===== src/rtl/decim2_D4_pkg.sv =====
// Shared constants and FSM encoding for the decim2_D4 boxcar decimator.
// No logic; DECIM_ROUND_EN (rounding) is consumed by decim2_D4_accum.
package decim2_D4_pkg;

    localparam int DEF_DATA_WIDTH = 32;
    localparam int DEF_MAX_LOG2_D = 6;
    localparam int ACC_W          = DEF_DATA_WIDTH + DEF_MAX_LOG2_D;
    localparam int K_W            = $clog2(DEF_MAX_LOG2_D + 1);

    typedef logic [0:0] state_t;
    localparam state_t ST_EMPTY = 1'b0;
    localparam state_t ST_FULL  = 1'b1;

endpackage


===== src/rtl/decim2_D4_accum.sv =====
// Boxcar accumulator: sums 2^k samples, then rounds or floors and shifts them down to one average.
// Latency: result/group_done are combinational on the group-completing accept; state updates next edge.
// Backpressure: none internally; the caller gates accept_i. Rounding is enabled by `define DECIM_ROUND_EN.
module decim2_D4_accum
    import decim2_D4_pkg::*;
#(
    parameter int DATA_WIDTH = DEF_DATA_WIDTH,
    parameter int MAX_LOG2_D = DEF_MAX_LOG2_D,
    localparam int AW = DATA_WIDTH + MAX_LOG2_D,
    localparam int KW = $clog2(MAX_LOG2_D + 1)
) (
    input  logic                  clk,
    input  logic                  rst,
    input  logic                  clear_i,
    input  logic [KW-1:0]         log2_d_i,
    input  logic [DATA_WIDTH-1:0] in_data_i,
    input  logic                  accept_i,
    output logic                  last_o,
    output logic                  group_done_o,
    output logic [DATA_WIDTH-1:0] result_o,
    output logic                  busy_o
);

    logic signed [AW-1:0]   acc_q, acc_d;
    logic [MAX_LOG2_D-1:0]  cnt_q, cnt_d;
    logic [KW-1:0]          k_q, k_d;
    logic [KW-1:0]          k_in;
    logic [KW-1:0]          k_eff;
    logic [MAX_LOG2_D:0]    dm1;
    logic signed [AW-1:0]   ext;
    logic signed [AW-1:0]   rnd;
    logic signed [AW-1:0]   sum;

    assign k_in  = (log2_d_i > KW'(MAX_LOG2_D)) ? KW'(MAX_LOG2_D) : log2_d_i;
    // The first sample of a group uses the live exponent; later ones use the latched one.
    assign k_eff = (cnt_q == '0) ? k_in : k_q;
    assign dm1   = ((MAX_LOG2_D+1)'(1) << k_eff) - (MAX_LOG2_D+1)'(1);
    assign last_o = ({1'b0, cnt_q} == dm1);

    assign ext = {{MAX_LOG2_D{in_data_i[DATA_WIDTH-1]}}, in_data_i};
`ifdef DECIM_ROUND_EN
    assign rnd = (k_eff == '0) ? '0 : (AW'(1) << (k_eff - KW'(1)));
`else
    assign rnd = '0;
`endif
    assign sum = acc_q + ext + rnd;

    assign result_o     = DATA_WIDTH'(sum >>> k_eff);
    assign group_done_o = accept_i && last_o;
    assign busy_o       = (cnt_q != '0);

    always_comb begin
        acc_d = acc_q;
        cnt_d = cnt_q;
        k_d   = k_q;
        if (accept_i) begin
            if (cnt_q == '0) begin
                k_d = k_in;
            end
            if (last_o) begin
                acc_d = '0;
                cnt_d = '0;
            end else begin
                acc_d = acc_q + ext;
                cnt_d = cnt_q + 1'b1;
            end
        end
    end

    always_ff @(posedge clk) begin
        if (rst || clear_i) begin
            acc_q <= '0;
            cnt_q <= '0;
            k_q   <= '0;
        end else begin
            acc_q <= acc_d;
            cnt_q <= cnt_d;
            k_q   <= k_d;
        end
    end

endmodule


===== src/rtl/decim2_d4_boxcar.sv =====
// Stream decimator by 2^k: emits the average of each group of 2^k signed input samples.
// Latency: out_valid rises one cycle after the group-completing accept; k=0 is 1-cycle passthrough.
// Backpressure: only the group-completing sample stalls while a result is held; rounding with DECIM_ROUND_EN.
module decim2_d4_boxcar
    import decim2_D4_pkg::*;
#(
    parameter int DATA_WIDTH = DEF_DATA_WIDTH,
    parameter int MAX_LOG2_D = DEF_MAX_LOG2_D
) (
    input  logic                               clk,
    input  logic                               rst,
    input  logic                               clear,
    input  logic [$clog2(MAX_LOG2_D+1)-1:0]    log2_d,
    input  logic [DATA_WIDTH-1:0]              in_data,
    input  logic                               in_valid,
    output logic                               in_ready,
    output logic [DATA_WIDTH-1:0]              out_data,
    output logic                               out_valid,
    input  logic                               out_ready,
    output logic                               busy
);

    state_t                  state_q, state_d;
    logic [DATA_WIDTH-1:0]   out_q, out_d;
    logic                    accept;
    logic                    last;
    logic                    group_done;
    logic [DATA_WIDTH-1:0]   result;

    decim2_D4_accum #(
        .DATA_WIDTH (DATA_WIDTH),
        .MAX_LOG2_D (MAX_LOG2_D)
    ) u_accum (
        .clk          (clk),
        .rst          (rst),
        .clear_i      (clear),
        .log2_d_i     (log2_d),
        .in_data_i    (in_data),
        .accept_i     (accept),
        .last_o       (last),
        .group_done_o (group_done),
        .result_o     (result),
        .busy_o       (busy)
    );

    assign in_ready = !rst && !clear && !(state_q == ST_FULL && !out_ready && last);
    assign accept   = in_valid && in_ready;

    always_comb begin
        state_d = state_q;
        out_d   = out_q;
        if (group_done) begin
            state_d = ST_FULL;
            out_d   = result;
        end else if (state_q == ST_FULL && out_ready) begin
            state_d = ST_EMPTY;
        end
    end

    always_ff @(posedge clk) begin
        if (rst || clear) begin
            state_q <= ST_EMPTY;
            out_q   <= '0;
        end else begin
            state_q <= state_d;
            out_q   <= out_d;
        end
    end

    assign out_data  = out_q;
    assign out_valid = (state_q == ST_FULL);

endmodule


===== config.mk =====
export PLATFORM = sky130hd
export DESIGN_NAME = decim2_d4_boxcar
export DESIGN_NICKNAME = d
export VERILOG_FILES = /design/src/rtl/decim2_D4_pkg.sv /design/src/rtl/decim2_D4_accum.sv /design/src/rtl/decim2_d4_boxcar.sv
export SDC_FILE = /design/constraint.sdc
export NUM_CORES = 1
export LEC_CHECK = 0
export ABC_AREA = 1
export BUFFER_PORTS_ARGS = -buffer_cell sky130_fd_sc_hd__buf_2
export CORE_UTILIZATION = 61
export DETAILED_ROUTE_END_ITERATION = 6
export PLACE_DENSITY = 0.82
export SLEW_MARGIN = 20
export SYNTH_ARGS = -nofsm -noshare
export SYNTH_HDL_FRONTEND = slang
export SYNTH_HIERARCHICAL = 1
export SYNTH_SLANG_ARGS = --single-unit

===== constraint.sdc =====
create_clock -name clk -period 7.7 [get_ports clk]
set_input_delay 0.77 -clock clk [delete_from_list [all_inputs] [get_ports clk]]
set_output_delay 0.77 -clock clk [all_outputs]
set_load 0.005 [all_outputs]

Word-level counts from Yosys, hierarchy flattened
Index checks and enable logic that the tools add are counted.

Input port bits: 40. Logic and storage cells: 33. Register bits: 80. Output and inout bits: 35.

Mux-type cells: 6. Shifts and indexed selects: 2. Reductions and logical operators: 15. $add $sub $neg: 3. Order comparisons: 1. Equality and inequality tests: 1.

Operators by type and width (count): $add A38 B32 Y38 (1); $mux W38 (1); $sshr A38 B3 Y32 (1); $eq A6 B7 Y1 (1); $logic_and A1 B1 Y1 (7); $shl A1 B3 Y7 const A (1); $sub A7 B2 Y7 const B (1); $add A6 B1 Y6 const B (1); $logic_not A6 Y1 (1); $mux W3 (2); $mux W6 (1); $reduce_bool A6 Y1 (1); $logic_not A1 Y1 (4); $gt A3 B3 Y1 const B (1); $mux W1 (2); $reduce_bool A2 Y1 (1); $logic_or A1 B1 Y1 (1).

Logic depth before layout (Yosys ltp)
Depth in word-level cells: 12. Gate-level depth with buffers: 31. Mapped depth without buffers: 26.

Cells and area by module
Netlist, hierarchy kept.

Modules (own cells, without submodules): decim2_D4_accum (area each 6475.0 um^2, instances 1, cells an instance 1210); decim2_d4_boxcar (area each 1204.9 um^2, instances 1, cells an instance 149).

Least setup slack after synthesis
No wires, ideal clock.

Path type: input -> register. From: input log2_d[2]. To: register out_q[1] (netlist: out_data[1]). Library setup time: 0.116 ns. Stages on the path: 29. Data arrival time: 3.951 ns. Buffers on the path: 7. Setup slack: 3.633 ns. Data required time: 7.584 ns. Cells stage by stage: inv_1 -> o21ai_1 -> nand2_1 -> nand2_2 -> buf_4 -> buf_2 -> nor2_1 -> nand2_1 -> ha_1 -> xor2_1 -> nand3_1 -> nor2_1 -> nand2_1 -> nor2_2 -> nand3_4 -> buf_6 -> inv_1 -> nand3_1 -> nand2_1 -> nor2_1 -> clkbuf_1 -> clkinv_1 -> clkbuf_1 -> nor2_1 -> buf_6 -> inv_2 -> buf_6 -> o21ai_0 -> nor2_1.

Cells in the longest elaborated chain, start to end: 11.

Ends and longest elaborated chain: start: declaration (RTL line decim2_d4_boxcar.sv:13) `input logic [$clog2(MAX_LOG2_D+1)-1:0] log2_d,`; $gt A3 B3 Y1 (RTL line decim2_D4_accum.sv:34) `assign k_in = (log2_d_i > KW'(MAX_LOG2_D)) ? KW'(MAX_LOG2_D) : log2_d_i;`; $mux W3 * (RTL line decim2_D4_accum.sv:34); $mux W3 * (RTL line decim2_D4_accum.sv:36) `assign k_eff = (cnt_q == '0) ? k_in : k_q;`; $shl A1 B3 Y7 * (RTL line decim2_D4_accum.sv:37) `assign dm1 = ((MAX_LOG2_D+1)'(1) << k_eff) - (MAX_LOG2_D+1)'(1);`; $sub A7 B2 Y7 * (RTL line decim2_D4_accum.sv:37); $eq A6 B7 Y1 * (RTL line decim2_D4_accum.sv:38) `assign last_o = ({1'b0, cnt_q} == dm1);`; net last (RTL line decim2_d4_boxcar.sv:26) `logic last;`; $logic_and A1 B1 Y1 * (RTL line decim2_d4_boxcar.sv:46) `assign in_ready = !rst && !clear && !(state_q == ST_FULL && !out_ready && last);`; $logic_not A1 Y1 * (RTL line decim2_d4_boxcar.sv:46); $logic_and A1 B1 Y1 * (RTL line decim2_d4_boxcar.sv:46); $logic_and A1 B1 Y1 * (RTL line decim2_d4_boxcar.sv:47) `assign accept = in_valid && in_ready;`; net accept (RTL line decim2_d4_boxcar.sv:25) `logic accept;`; $logic_and A1 B1 Y1 * (RTL line decim2_D4_accum.sv:49) `assign group_done_o = accept_i && last_o;`; net group_done (RTL line decim2_d4_boxcar.sv:27) `logic group_done;`; end signal: assignment (RTL line decim2_d4_boxcar.sv:66) `out_q <= out_d;`; end: declaration (RTL line decim2_d4_boxcar.sv:24) `logic [DATA_WIDTH-1:0] out_q, out_d;`.

Mark *: on every way through the listed nets, which the timed path passes. The rest lies on a longest branch. A chain may end at the register's enable or synchronous reset.

Worst setup path after layout
From: register u_accum.cnt_q[0]. To: register u_accum.cnt_q[5].

Cells in the longest elaborated chain, start to end: 9.

Ends and longest elaborated chain: start: declaration (RTL line decim2_D4_accum.sv:25) `logic [MAX_LOG2_D-1:0] cnt_q, cnt_d;`; start signal: assignment (RTL line decim2_D4_accum.sv:77) `cnt_q <= cnt_d;`; $logic_not A6 Y1 (RTL line decim2_D4_accum.sv:36); $mux W3 (RTL line decim2_D4_accum.sv:36); $shl A1 B3 Y7 (RTL line decim2_D4_accum.sv:37); $sub A7 B2 Y7 (RTL line decim2_D4_accum.sv:37); $eq A6 B7 Y1 * (RTL line decim2_D4_accum.sv:38); net last (RTL line decim2_d4_boxcar.sv:26); $logic_and A1 B1 Y1 * (RTL line decim2_d4_boxcar.sv:46); $logic_not A1 Y1 * (RTL line decim2_d4_boxcar.sv:46); $logic_and A1 B1 Y1 * (RTL line decim2_d4_boxcar.sv:46); $logic_and A1 B1 Y1 * (RTL line decim2_d4_boxcar.sv:47); net accept (RTL line decim2_d4_boxcar.sv:25).

Marks and branches as above.

==> results.py <==
metrics = {
    "floorplan": {
        "initial_core_util": 0.6315,
        "ios": 75,
        "core_mm2": 0.01216,
        "dieWidth_um": 114.2,
        "die_h_um": 114.2,
        "num_rows": 40,
        "die-area_mm2": 0.01304,
    },
    "cts": {
        "clockBufferDepth": 2,
        "cts_made_buffers": 9,
        "cts_resized": 0,
        "htreeDepth": 3,
        "clock_latency_ps": 350,
        "cts_sinks": 80,
        "post_cts_buffers": 0,
        "holdBufCountCts": 0,
        "clk_pin_slew_ps": 60,
        "tritoncts": "yes",
        "clock-root-buffer": "clkbuf_16",
    },
    "timing": {
        "fin_ws_ps": 2381,
        "worst_slew_pin_slew_ps": 838.5,
        "finalSetupViolCount": 0,
        "slew_headroom": 0.4402,
        "skew_ps": 6.492,
        "fmax_mhz": 188.0,
        "slew_viol_final": 0,
        "fin_crit_ps": 5319,
        "hold_violations": 0,
        "min_period_over_period": 0.6908,
        "rsz0062_at_grt": "no",
        "finalSetupTns_ps": 0,
    },
    "setup_path": {
        "worstSetupPathType": "reg2reg",
        "startpoint_type": "flip-flop",
        "cp_slowest_cell": "nand2_2",
        "cp_data_arrival_time_ps": 5620,
        "worstPathRequired_ps": 8000,
        "worst_setup_path_end_kind": "flip-flop",
        "max_stage_delay_ps": 560,
        "rrSetupSlack_ps": 2380,
        "path_common_cell": "nand2_1",
        "critPathMaxFanout": 52,
    },
    "placed_design": {
        "port-buffer-count": 74,
        "place_area_mm2": 0.008013,
        "pre_cts_ws_ps": 2192,
        "place.gp.congestion": 1.052,
        "hpwl_mm": 17.81,
    },
    "status": {
        "status": "finished, final reports clean",
    },
    "cells_and_area": {
        "postLayoutCellArea_mm2": 0.008357,
        "nNetsFinal": 1481,
        "regArea_mm2": 0.001602,
        "multi_input_area_mm2": 0.005176,
        "fillCellCount": 1234,
        "antennaDiodeCount": 0,
        "syn_to_final_growth_pct": 8.814,
        "layout-drive-gt1-share": 0.08191,
    },
    "route": {
        "ant_nets": 0,
        "drt_wl_total_mm": 23.26,
        "drc": 0,
        "first_pass_iters": 6,
        "num_vias": 8874,
        "drtIter0Drc": 841,
        "vias_per_cell": 5.645,
        "wl_per_cell_um": 14.80,
    },
    "logic_synthesis": {
        "synth_top_area_share": 0.2199,
        "avgSynthCellArea_um2": 5.651,
        "synth.largest_area_cell": "nand2_1",
        "synth_most_common_cell": "nand2_1",
        "ys_top_cells_by_area": "nand2_1 22%, dfxtp_1 21%, nand3_1 13%, inv_1 7.9%, nor2_1 6.7%",
        "synth_top_cells_by_count": "450 x nand2_1, 198 x nand3_1, 161 x inv_1, 137 x nor2_1, 80 x dfxtp_1",
        "syn_inst": 1359,
        "synth_area_mm2": 0.007680,
        "synth_edf_count": 0,
        "synth-seq-area-share": 0.2085,
        "yosysUniqueCellTypes": 39,
        "yosysWarnings": 6,
        "synth_ff_type": "dfxtp_1",
        "ys_ff_latch": 80,
        "synth_nets": 1440,
        "synthArstFlopShare": 0,
    },
    "power_and_ir_drop": {
        "cellPowerDensity_mw_per_mm2": 143.2,
        "vdd.ir_drop.worst_mv": 0.1000,
        "p_leak_uw": 0.004387,
        "finalPower_uw": 1196,
    },
    "grt": {
        "grt_first_pass_wirelength_mm": 38.38,
        "antenna_found_initial": 0,
        "grt_pass1_vias": 8138,
        "grt_max_degree": 53,
        "track_usage": 0.3723,
        "grt_overflow": 0,
    },
    "job": {
        "maxCapViolCount": 0,
    },
    "worst_hold_path": {
        "hold_class": "reg2reg",
    },
}
metrics by stage:
step	cells	hold WS (ps)	utilization
floorplan	1359	449.1	-
global placement	1557	453.0	0.6588
detailed placement	1557	460.3	0.6588
CTS	1572	469.7	0.6869
global route	1572	485.9	0.6871
finish	1572	468.7	0.6871
critical path: cells and delay by family, from the launching register on:
kind / cells / cell delay, ps
and+or+nand+nor: 15 / 2590
DFF: 1 / 320
buffers and inverters: 8 / 1380
AOI/OAI and AO/OA: 3 / 330
adders and majority gates: 2 / 570
power breakdown:
group / switching, uW / total, uW / leakage, uW / internal [uW]
Clock: 185 / 503 / 0.000166 / 317
Combinational: 188 / 275 / 0.00358 / 86.3
Sequential: 2.07 / 419 / 0.000645 / 417
Total: 376 / 1200 / 0.00439 / 821
final timing paths:
check / start / endpoint / depth (start not counted)
setup / recovery: u_accum/cnt_q[0] / u_accum/cnt_q[5] / 28
hold / removal: out_data[11] / out_data[11] / 2
setup reg to reg: u_accum/cnt_q[0] / u_accum/cnt_q[5] / 28
hold reg to reg: out_data[11] / out_data[11] / 2
placed cells by master (no fill, tap or decap), types with 16 or more instances in the layout:
cell	count
ha_1	40
dfxtp_1	80
and2_1	16
o21ai_0	46
buf_2	74
nand3_1	198
nand2_1	449
nand4_1	16
nor2_1	135
inv_1	161
a21oi_1	74
per-layer routing:
metal / wire (um) / GRT usage / up-vias / share of wire
met2: 10240 / 0.6000 / 430 / 0.44
met1: 10100 / 0.4861 / 3918 / 0.43
met4: 1097 / 0.2000 / 0 / 0.047
met3: 1825 / 0.04500 / 81 / 0.078
met5: 0 / 0 / - / 0
li1: - / - / 4445 / -
sequential cells by signal (all words and copies together) (netlist names):
signal / cells
out_data: 32
out_valid: 1
u_accum/acc_q: 38
u_accum/cnt_q: 6
u_accum/k_q: 3
cell type report:
cell class	count	area share
multi-input cells	1065	0.6194
clock buffers	9	0.02695
well taps	168	0.02515
flip-flops and latches	80	0.1916
clock inverters	6	0.01392
inverters	165	0.07411
repair buffers	79	0.04881
cells by family after synthesis:
| group | share of synthesized area |
|---|---|
| AOI/OAI and AO/OA | 0.1031 |
| xor gates and xnor gates | 0.01939 |
| and+or+nand+nor | 0.4788 |
| buffers and inverters | 0.1184 |
| DFF | 0.2085 |
| muxes | 0.003910 |
| adders and majority gates | 0.06777 |
Note: power is estimated with default switching activity, not from simulation.
